**config.mk**
```make
export PLATFORM = sky130hd
export DESIGN_NAME = decode_execute_stage
export DESIGN_NICKNAME = d
export VERILOG_FILES = /design/src/rtl/riscv_pkg.sv /design/src/rtl/regfile.sv /design/src/rtl/decode_execute_stage.sv
export SDC_FILE = /design/constraint.sdc
export NUM_CORES = 2
export LEC_CHECK = 0
export CAP_MARGIN = 10
export CORE_ASPECT_RATIO = 0.7
export CORE_UTILIZATION = 60
export CTS_CLUSTER_DIAMETER = 60
export DETAILED_ROUTE_END_ITERATION = 7
export PLACE_DENSITY = 0.79
export SYNTH_ARGS = -nofsm -noshare
export SYNTH_HDL_FRONTEND = slang
export SYNTH_SLANG_ARGS = --single-unit
```
**constraint.sdc**
```tcl
create_clock -name clock -period 15.83 [get_ports clock]
set_clock_uncertainty 0.05 [all_clocks]
set_input_delay 3.166 -clock clock [delete_from_list [all_inputs] [get_ports clock]]
set_output_delay 3.166 -clock clock [all_outputs]
set_load 0.02 [all_outputs]
```
**src/rtl/riscv_pkg.sv**
```systemverilog
// Shared RV32I encodings and the opcode-to-control decode for the decode/execute stage.
// Latency: pure definitions and combinational helpers; no backpressure.
package riscv_pkg;

   localparam logic [6:0] OP_R      = 7'b0110011;
   localparam logic [6:0] OP_I      = 7'b0010011;
   localparam logic [6:0] OP_LOAD   = 7'b0000011;
   localparam logic [6:0] OP_STORE  = 7'b0100011;
   localparam logic [6:0] OP_BRANCH = 7'b1100011;
   localparam logic [6:0] OP_JAL    = 7'b1101111;
   localparam logic [6:0] OP_JALR   = 7'b1100111;
   localparam logic [6:0] OP_LUI    = 7'b0110111;
   localparam logic [6:0] OP_AUIPC  = 7'b0010111;

   typedef enum logic [2:0] {
      ALU_R      = 3'b000,
      ALU_I      = 3'b001,
      ALU_BRANCH = 3'b010,
      ALU_JUMP   = 3'b011,
      ALU_LOAD   = 3'b100,
      ALU_STORE  = 3'b101,
      ALU_LUI    = 3'b110,
      ALU_AUIPC  = 3'b111
   } alu_op_e;

   typedef enum logic [1:0] {
      NPC_SEQ    = 2'b00,
      NPC_BRANCH = 2'b01,
      NPC_JAL    = 2'b10,
      NPC_JALR   = 2'b11
   } next_pc_sel_e;

   typedef enum logic [1:0] {
      OPA_RS1  = 2'b00,
      OPA_PC4  = 2'b01,
      OPA_PC   = 2'b10,
      OPA_ZERO = 2'b11
   } opa_sel_e;

   typedef enum logic [1:0] {
      EXT_I = 2'b00,
      EXT_S = 2'b01,
      EXT_U = 2'b10
   } ext_sel_e;

   localparam logic [2:0] F3_ADD  = 3'b000;
   localparam logic [2:0] F3_SLL  = 3'b001;
   localparam logic [2:0] F3_SLT  = 3'b010;
   localparam logic [2:0] F3_SLTU = 3'b011;
   localparam logic [2:0] F3_XOR  = 3'b100;
   localparam logic [2:0] F3_SR   = 3'b101;
   localparam logic [2:0] F3_OR   = 3'b110;
   localparam logic [2:0] F3_AND  = 3'b111;

   localparam logic [2:0] F3_BEQ  = 3'b000;
   localparam logic [2:0] F3_BNE  = 3'b001;
   localparam logic [2:0] F3_BLT  = 3'b100;
   localparam logic [2:0] F3_BGE  = 3'b101;
   localparam logic [2:0] F3_BLTU = 3'b110;
   localparam logic [2:0] F3_BGEU = 3'b111;

   typedef struct packed {
      alu_op_e      alu_op;
      opa_sel_e     opa;
      logic         opb;
      ext_sel_e     ext;
      next_pc_sel_e npc;
      logic         mem_read;
      logic         mem_to_reg;
      logic         mem_write;
      logic         reg_write;
      logic         branch_op;
   } ctrl_t;

   // Unknown opcodes fall through to an all-zero bundle, i.e. a harmless no-op.
   function automatic ctrl_t decode_ctrl(input logic [6:0] opcode);
      ctrl_t c;
      c = '0;
      case (opcode)
         OP_R: begin
            c.alu_op    = ALU_R;
            c.reg_write = 1'b1;
         end
         OP_I: begin
            c.alu_op    = ALU_I;
            c.opb       = 1'b1;
            c.reg_write = 1'b1;
         end
         OP_LOAD: begin
            c.alu_op     = ALU_LOAD;
            c.opb        = 1'b1;
            c.mem_read   = 1'b1;
            c.mem_to_reg = 1'b1;
            c.reg_write  = 1'b1;
         end
         OP_STORE: begin
            c.alu_op    = ALU_STORE;
            c.opb       = 1'b1;
            c.ext       = EXT_S;
            c.mem_write = 1'b1;
         end
         OP_BRANCH: begin
            c.alu_op    = ALU_BRANCH;
            c.npc       = NPC_BRANCH;
            c.branch_op = 1'b1;
         end
         OP_JAL: begin
            c.alu_op    = ALU_JUMP;
            c.opa       = OPA_PC4;
            c.npc       = NPC_JAL;
            c.reg_write = 1'b1;
         end
         OP_JALR: begin
            c.alu_op    = ALU_JUMP;
            c.opa       = OPA_PC4;
            c.npc       = NPC_JALR;
            c.reg_write = 1'b1;
         end
         OP_LUI: begin
            c.alu_op    = ALU_LUI;
            c.opa       = OPA_ZERO;
            c.opb       = 1'b1;
            c.ext       = EXT_U;
            c.reg_write = 1'b1;
         end
         OP_AUIPC: begin
            c.alu_op    = ALU_AUIPC;
            c.opa       = OPA_PC;
            c.opb       = 1'b1;
            c.ext       = EXT_U;
            c.reg_write = 1'b1;
         end
         default: c = '0;
      endcase
      return c;
   endfunction

endpackage

```
**src/rtl/regfile.sv**
```systemverilog
// 32-entry register file: two asynchronous read ports, one write port on the rising clock edge.
// Latency: reads combinational, writes visible next cycle; no backpressure; x0 is never written.
module regfile #(
   parameter int DATA_WIDTH = 32
) (
   input  logic                  clock,
   input  logic                  reset,
   input  logic                  write,
   input  logic [4:0]            write_reg,
   input  logic [DATA_WIDTH-1:0] write_data,
   input  logic [4:0]            read_sel1,
   input  logic [4:0]            read_sel2,
   output logic [DATA_WIDTH-1:0] read_data1,
   output logic [DATA_WIDTH-1:0] read_data2
);

   logic [DATA_WIDTH-1:0] regs [32];

   always_ff @(posedge clock or negedge reset) begin
      if (!reset) begin
         for (int i = 0; i < 32; i++) begin
            regs[i] <= '0;
         end
      end else if (write && (write_reg != 5'd0)) begin
         regs[write_reg] <= write_data;
      end
   end

   // No write-to-read bypass: a same-cycle read returns the pre-write value.
   assign read_data1 = regs[read_sel1];
   assign read_data2 = regs[read_sel2];

endmodule

```
**src/rtl/decode_execute_stage.sv**
```systemverilog
// Single-cycle RV32I decode, control and execute: fields, regfile, immediates, ALU, branch and jump targets.
// Latency: combinational from instruction/PC/regfile, regfile writes on clock; no backpressure.
module decode_execute_stage
   import riscv_pkg::*;
#(
   parameter int CORE         = 0,
   parameter int DATA_WIDTH   = 32,
   parameter int ADDRESS_BITS = 20
) (
   input  logic                    clock,
   input  logic                    reset,
   input  logic [31:0]             instruction,
   input  logic [ADDRESS_BITS-1:0] PC,
   input  logic                    write,
   input  logic [4:0]              write_reg,
   input  logic [DATA_WIDTH-1:0]   write_data,
   input  logic                    report,
   output logic [6:0]              opcode,
   output logic [2:0]              funct3,
   output logic [6:0]              funct7,
   output logic [4:0]              rd,
   output logic [DATA_WIDTH-1:0]   rs1_data,
   output logic [DATA_WIDTH-1:0]   rs2_data,
   output logic [DATA_WIDTH-1:0]   extend_imm,
   output logic [ADDRESS_BITS-1:0] branch_target,
   output logic [ADDRESS_BITS-1:0] JAL_target,
   output logic [ADDRESS_BITS-1:0] JALR_target,
   output logic [DATA_WIDTH-1:0]   ALU_result,
   output logic                    zero,
   output logic                    branch,
   output logic                    memRead,
   output logic                    memtoReg,
   output logic                    memWrite,
   output logic                    regWrite,
   output logic                    branch_op,
   output logic [2:0]              ALUOp,
   output logic [1:0]              next_PC_sel,
   output logic [1:0]              operand_A_sel,
   output logic                    operand_B_sel
);

   ctrl_t                   ctrl;
   logic [4:0]              rs1;
   logic [4:0]              rs2;
   logic [DATA_WIDTH-1:0]   imm_i;
   logic [DATA_WIDTH-1:0]   imm_s;
   logic [DATA_WIDTH-1:0]   imm_u;
   logic [ADDRESS_BITS-1:0] b_off;
   logic [ADDRESS_BITS-1:0] j_off;
   logic [DATA_WIDTH-1:0]   jalr_sum;
   logic [DATA_WIDTH-1:0]   pc_ext;
   logic [DATA_WIDTH-1:0]   pc_plus4;
   logic [DATA_WIDTH-1:0]   op_a;
   logic [DATA_WIDTH-1:0]   op_b;
   logic [4:0]              shamt;
   logic                    alu_branch;

   assign opcode = instruction[6:0];
   assign rd     = instruction[11:7];
   assign funct3 = instruction[14:12];
   assign rs1    = instruction[19:15];
   assign rs2    = instruction[24:20];
   assign funct7 = instruction[31:25];

   assign ctrl = decode_ctrl(opcode);

   assign memRead       = ctrl.mem_read;
   assign memtoReg      = ctrl.mem_to_reg;
   assign memWrite      = ctrl.mem_write;
   assign regWrite      = ctrl.reg_write;
   assign branch_op     = ctrl.branch_op;
   assign ALUOp         = ctrl.alu_op;
   assign next_PC_sel   = ctrl.npc;
   assign operand_A_sel = ctrl.opa;
   assign operand_B_sel = ctrl.opb;

   regfile #(
      .DATA_WIDTH (DATA_WIDTH)
   ) u_regfile (
      .clock      (clock),
      .reset      (reset),
      .write      (write),
      .write_reg  (write_reg),
      .write_data (write_data),
      .read_sel1  (rs1),
      .read_sel2  (rs2),
      .read_data1 (rs1_data),
      .read_data2 (rs2_data)
   );

   assign imm_i = DATA_WIDTH'($signed(instruction[31:20]));
   assign imm_s = DATA_WIDTH'($signed({instruction[31:25], instruction[11:7]}));
   assign imm_u = DATA_WIDTH'($signed({instruction[31:12], 12'b0}));

   always_comb begin
      extend_imm = imm_i;
      case (ctrl.ext)
         EXT_S:   extend_imm = imm_s;
         EXT_U:   extend_imm = imm_u;
         default: extend_imm = imm_i;
      endcase
   end

   // Branch and JAL offsets are scattered across the word and always even.
   assign b_off = ADDRESS_BITS'($signed({instruction[31], instruction[7],
                                          instruction[30:25], instruction[11:8], 1'b0}));
   assign j_off = ADDRESS_BITS'($signed({instruction[31], instruction[19:12],
                                          instruction[20], instruction[30:21], 1'b0}));

   assign branch_target = PC + b_off;
   assign JAL_target    = PC + j_off;
   assign jalr_sum      = rs1_data + imm_i;
   assign JALR_target   = {jalr_sum[ADDRESS_BITS-1:1], 1'b0};

   assign pc_ext   = DATA_WIDTH'(PC);
   assign pc_plus4 = pc_ext + DATA_WIDTH'(4);

   always_comb begin
      op_a = rs1_data;
      case (ctrl.opa)
         OPA_PC4:  op_a = pc_plus4;
         OPA_PC:   op_a = pc_ext;
         OPA_ZERO: op_a = '0;
         default:  op_a = rs1_data;
      endcase
   end

   assign op_b  = ctrl.opb ? extend_imm : rs2_data;
   assign shamt = op_b[4:0];

   always_comb begin
      ALU_result = '0;
      case (ctrl.alu_op)
         ALU_R, ALU_I: begin
            case (funct3)
               // SUB exists only in the register form; ADDI reuses funct7 bits as immediate.
               F3_ADD:  ALU_result = (ctrl.alu_op == ALU_R && funct7[5]) ? op_a - op_b
                                                                          : op_a + op_b;
               F3_SLL:  ALU_result = op_a << shamt;
               F3_SLT:  ALU_result = DATA_WIDTH'($signed(op_a) < $signed(op_b));
               F3_SLTU: ALU_result = DATA_WIDTH'(op_a < op_b);
               F3_XOR:  ALU_result = op_a ^ op_b;
               F3_SR: begin
                  if (funct7[5]) ALU_result = $signed(op_a) >>> shamt;
                  else           ALU_result = op_a >> shamt;
               end
               F3_OR:   ALU_result = op_a | op_b;
               F3_AND:  ALU_result = op_a & op_b;
            endcase
         end
         ALU_BRANCH: ALU_result = op_a - op_b;
         ALU_JUMP:   ALU_result = op_a;
         default:    ALU_result = op_a + op_b;
      endcase
   end

   assign zero = (ALU_result == '0);

   always_comb begin
      alu_branch = 1'b0;
      case (funct3)
         F3_BEQ:  alu_branch = (op_a == op_b);
         F3_BNE:  alu_branch = (op_a != op_b);
         F3_BLT:  alu_branch = ($signed(op_a) <  $signed(op_b));
         F3_BGE:  alu_branch = ($signed(op_a) >= $signed(op_b));
         F3_BLTU: alu_branch = (op_a <  op_b);
         F3_BGEU: alu_branch = (op_a >= op_b);
         default: alu_branch = 1'b0;
      endcase
   end

   assign branch = ctrl.branch_op & alu_branch;

   // report and CORE only feed simulation statistics; the low jalr bit is forced clear.
   logic unused_sim;
   assign unused_sim = ^{report, jalr_sum[DATA_WIDTH-1:ADDRESS_BITS], jalr_sum[0], (CORE < 0)};

endmodule

```
==> impl_metrics.yaml <==
status:
  status: "complete, no violations"
hold_path:
  hold_path.class: "register to register"
yosys:
  ys_warn_count: 0
  synth_nets: 6167
  synth_edf_count: 0
  synth-seq-cells: 1024
  netlist_area_sq_um: 68500
  avgSynthCellArea_sq_um: 11.6
  async_reset_ff_share_pct: 100
  ys_seq_area_share_pct: 37.4
  netlist-cell-type-count: 105
  syn_inst: 5919
  synthFlopType: "dfrtp_1"
route:
  wirelength_mm: 287
  drt-initial-drc-count: 8811
  vias_per_cell: 7.51
  ant_nets: 0
  drc_errors: 0
  vias: 56781
  dr.pass1.iters: 7
  wire_per_inst_microns: 38.0
worst_setup_path:
  crit_top_cell: "buf_4"
  cp.arrival_ns: 12.07
  crit_slowest_cell: "clkdlybuf4s50_1"
  critPathKind: "primary input to output pin"
  critPathLaunchType: "primary input"
  slowest_delay_ns: 0.95
  critPathCaptureType: "output pin"
  cp_max_fo: 10
  cp.required_ns: 12.61
timing:
  hold_violations: 0
  finalSetupViolations: 0
  setup_tns_ns: 0
  drv_slew: 0
  timing.final.crit_share_pct: 96.6
  tightest_slew_ns: 1.38
  rsz0062_at_grt: "no"
  relSlewSlack_pct: 6.88
  maxClockFrequency_ghz: 0.0654
  period_minus_slack_ns: 15.29
clock_tree:
  root_buffer: "clkbuf_16"
  cts_setup_buffers: 0
  cts_num_sinks: 1024
  numCtsBuffers: 95
  ctsResizeCount: 0
  cts_tree: "yes"
  clk_latency_ns: 0.69
  cts.clk_slew.worst_paths_ns: 0.06
  h-tree-depth: 3
  cts_buffer_depth: 3
  cts_hold_buf: 0
power_and_ir_drop:
  cellLeakagePower_nw: 33.4
  ir_drop_mv: 0.109
  power.density_nw_per_um2: 126
  power_mw: 9.63
floorplanning:
  core_sq_um: 113000
  placementRows: 103
  die_h_microns: 285
  io_pins: 318
  die_w_microns: 406
  start_util_pct: 60.6
  dieArea_sq_um: 116000
grt:
  grt_max_degree: 190
  grt_pass1_wl_mm: 406
  antenna_found_initial: 24
  first_global_vias: 54615
  grt-ovfl-total: 0
  grtUsageTotal_pct: 49.3
cells_and_area:
  post-route-util_pct: 67.5
  multi_input_area_sq_um: 39900
  top_regs: "u_regfile.regs x1024"
  design_area_sq_um: 76300
  final_nets: 6202
  top_register: "u_regfile.regs"
  regArea_sq_um: 25600
  drive_above_1_share_pct: 31.7
  area_growth_pct: 11.3
  fillers: 8039
  largest_reg_flops: 1024
place:
  dp_hpwl_mm: 190
  dpl_cell_area_sq_um: 73000
  port_buffers: 315
  gp_congestion: 1.12
run:
  maxCapViolations: 0
==> worst max-delay path, delay by kind of cell <==
| kind | cells | cell delay, ns |
|---|---|---|
| AO/OA/AOI/OAI | 12 | 3.61 |
| buffers and inverters | 7 | 2.49 |
| AND/OR/NAND/NOR | 8 | 2.28 |
| adder cells (fa/ha/maj) | 1 | 0.51 |
==> path summary, 6_finish.rpt <==
kind | cells past startpoint | startpoint | slack (ns) | to
max in group asynchronous | 4 | reset | 9.96 | u_regfile.regs[412]
max | 28 | instruction[18] | 0.54 | zero
max reg2reg | 1 | u_regfile.regs[780] | 14.94 | u_regfile.regs[780]
min reg2reg | 0 | u_regfile.regs[1008] | 0.35 | u_regfile.regs[1008]
min | 0 | u_regfile.regs[1008] | 0.35 | u_regfile.regs[1008]
min in group asynchronous | 1 | reset | 2.44 | u_regfile.regs[872]
==> power breakdown <==
group          internal (mW)  total (mW)  leakage [nW]  switching, mW
logic                   1.59        3.69          18.8           2.10
registers               3.11        3.53          13.1          0.417
clock network           1.34        2.40          1.56           1.06
==> cell type report <==
type | count | share of cell area (%)
tap | 1522 | 2.50
sequential | 1024 | 33.6
multi-input combinational | 4128 | 52.3
timing repair buffer | 529 | 6.45
clock inverter | 29 | 0.625
inverter | 176 | 0.866
clock buffer | 141 | 3.59
antenna | 7 | 0.0230
==> cell usage in the layout (no fill, tap or decap), drive strengths merged, types with 150 or more instances in the layout <==
cell / Yosys / routed
a21oi: 263 / 263
a22oi: 181 / 181
buf: 229 / 225
clkdlybuf4s50: 0 / 303
dfrtp: 1024 / 1024
ha: 150 / 150
inv: 169 / 174
mux2: 1031 / 1031
mux2i: 469 / 469
mux4: 388 / 388
nand2: 286 / 286
nor2: 211 / 211
o21ai: 189 / 189
==> cells by family (layout without fill, tap and decap cells) <==
group / count (synthesis) / in the layout / share of synthesized area (%)
flops: 1024 / 1024 / 37.4
other cells: 1 / 8 / 0.00547
mux: 1888 / 1888 / 36.6
fa+ha+maj: 155 / 155 / 2.88
xor+xnor: 122 / 122 / 1.56
simple gates: 875 / 875 / 6.03
compound gates: 1087 / 1087 / 10.8
buf+inv: 767 / 875 / 4.78
==> stage by stage <==
step | worst slack (ns) | cells | hold WS (ns)
5_1_grt | 0.450 | 7551 | 0.362
3_5_place_dp | 1.03 | 7377 | 0.334
2_1_floorplan | 2.22 | 5919 | 0.391
3_3_place_gp | 1.01 | 7377 | 0.328
4_1_cts | 0.980 | 7547 | 0.352
6_report | 0.544 | 7556 | 0.352
==> per-layer routing <==
metal,share of wire [%],track usage (%),vias up,routed length [microns]
met1,39,69.2,28857,113000
met3,16,22.2,867,44700
met4,5.6,23.7,30,16200
met2,39,64.2,4692,113000
li1,-,-,22335,-
met5,0.11,0.734,-,308
==> cells in the mapped netlist (79+ instances only) <==
| cell type | n | share of area [%] |
|---|---|---|
| xnor2_1 | 95 | 1.2 |
| a22oi_1 | 175 | 1.9 |
| clkbuf_1 | 362 | 2.0 |
| mux2i_1 | 468 | 6.8 |
| dfrtp_1 | 1024 | 37 |
| nor2_1 | 209 | 1.1 |
| o21ai_0 | 182 | 1.3 |
| a21oi_1 | 259 | 1.9 |
| buf_1 | 90 | 0.49 |
| nand3_1 | 96 | 0.70 |
| mux2_2 | 1031 | 17 |
| ha_1 | 150 | 2.7 |
| mux4_2 | 382 | 13 |
| nand2_1 | 285 | 1.6 |
| inv_1 | 166 | 0.91 |
| buf_2 | 79 | 0.58 |
Power figures use the tool's default switching activity.
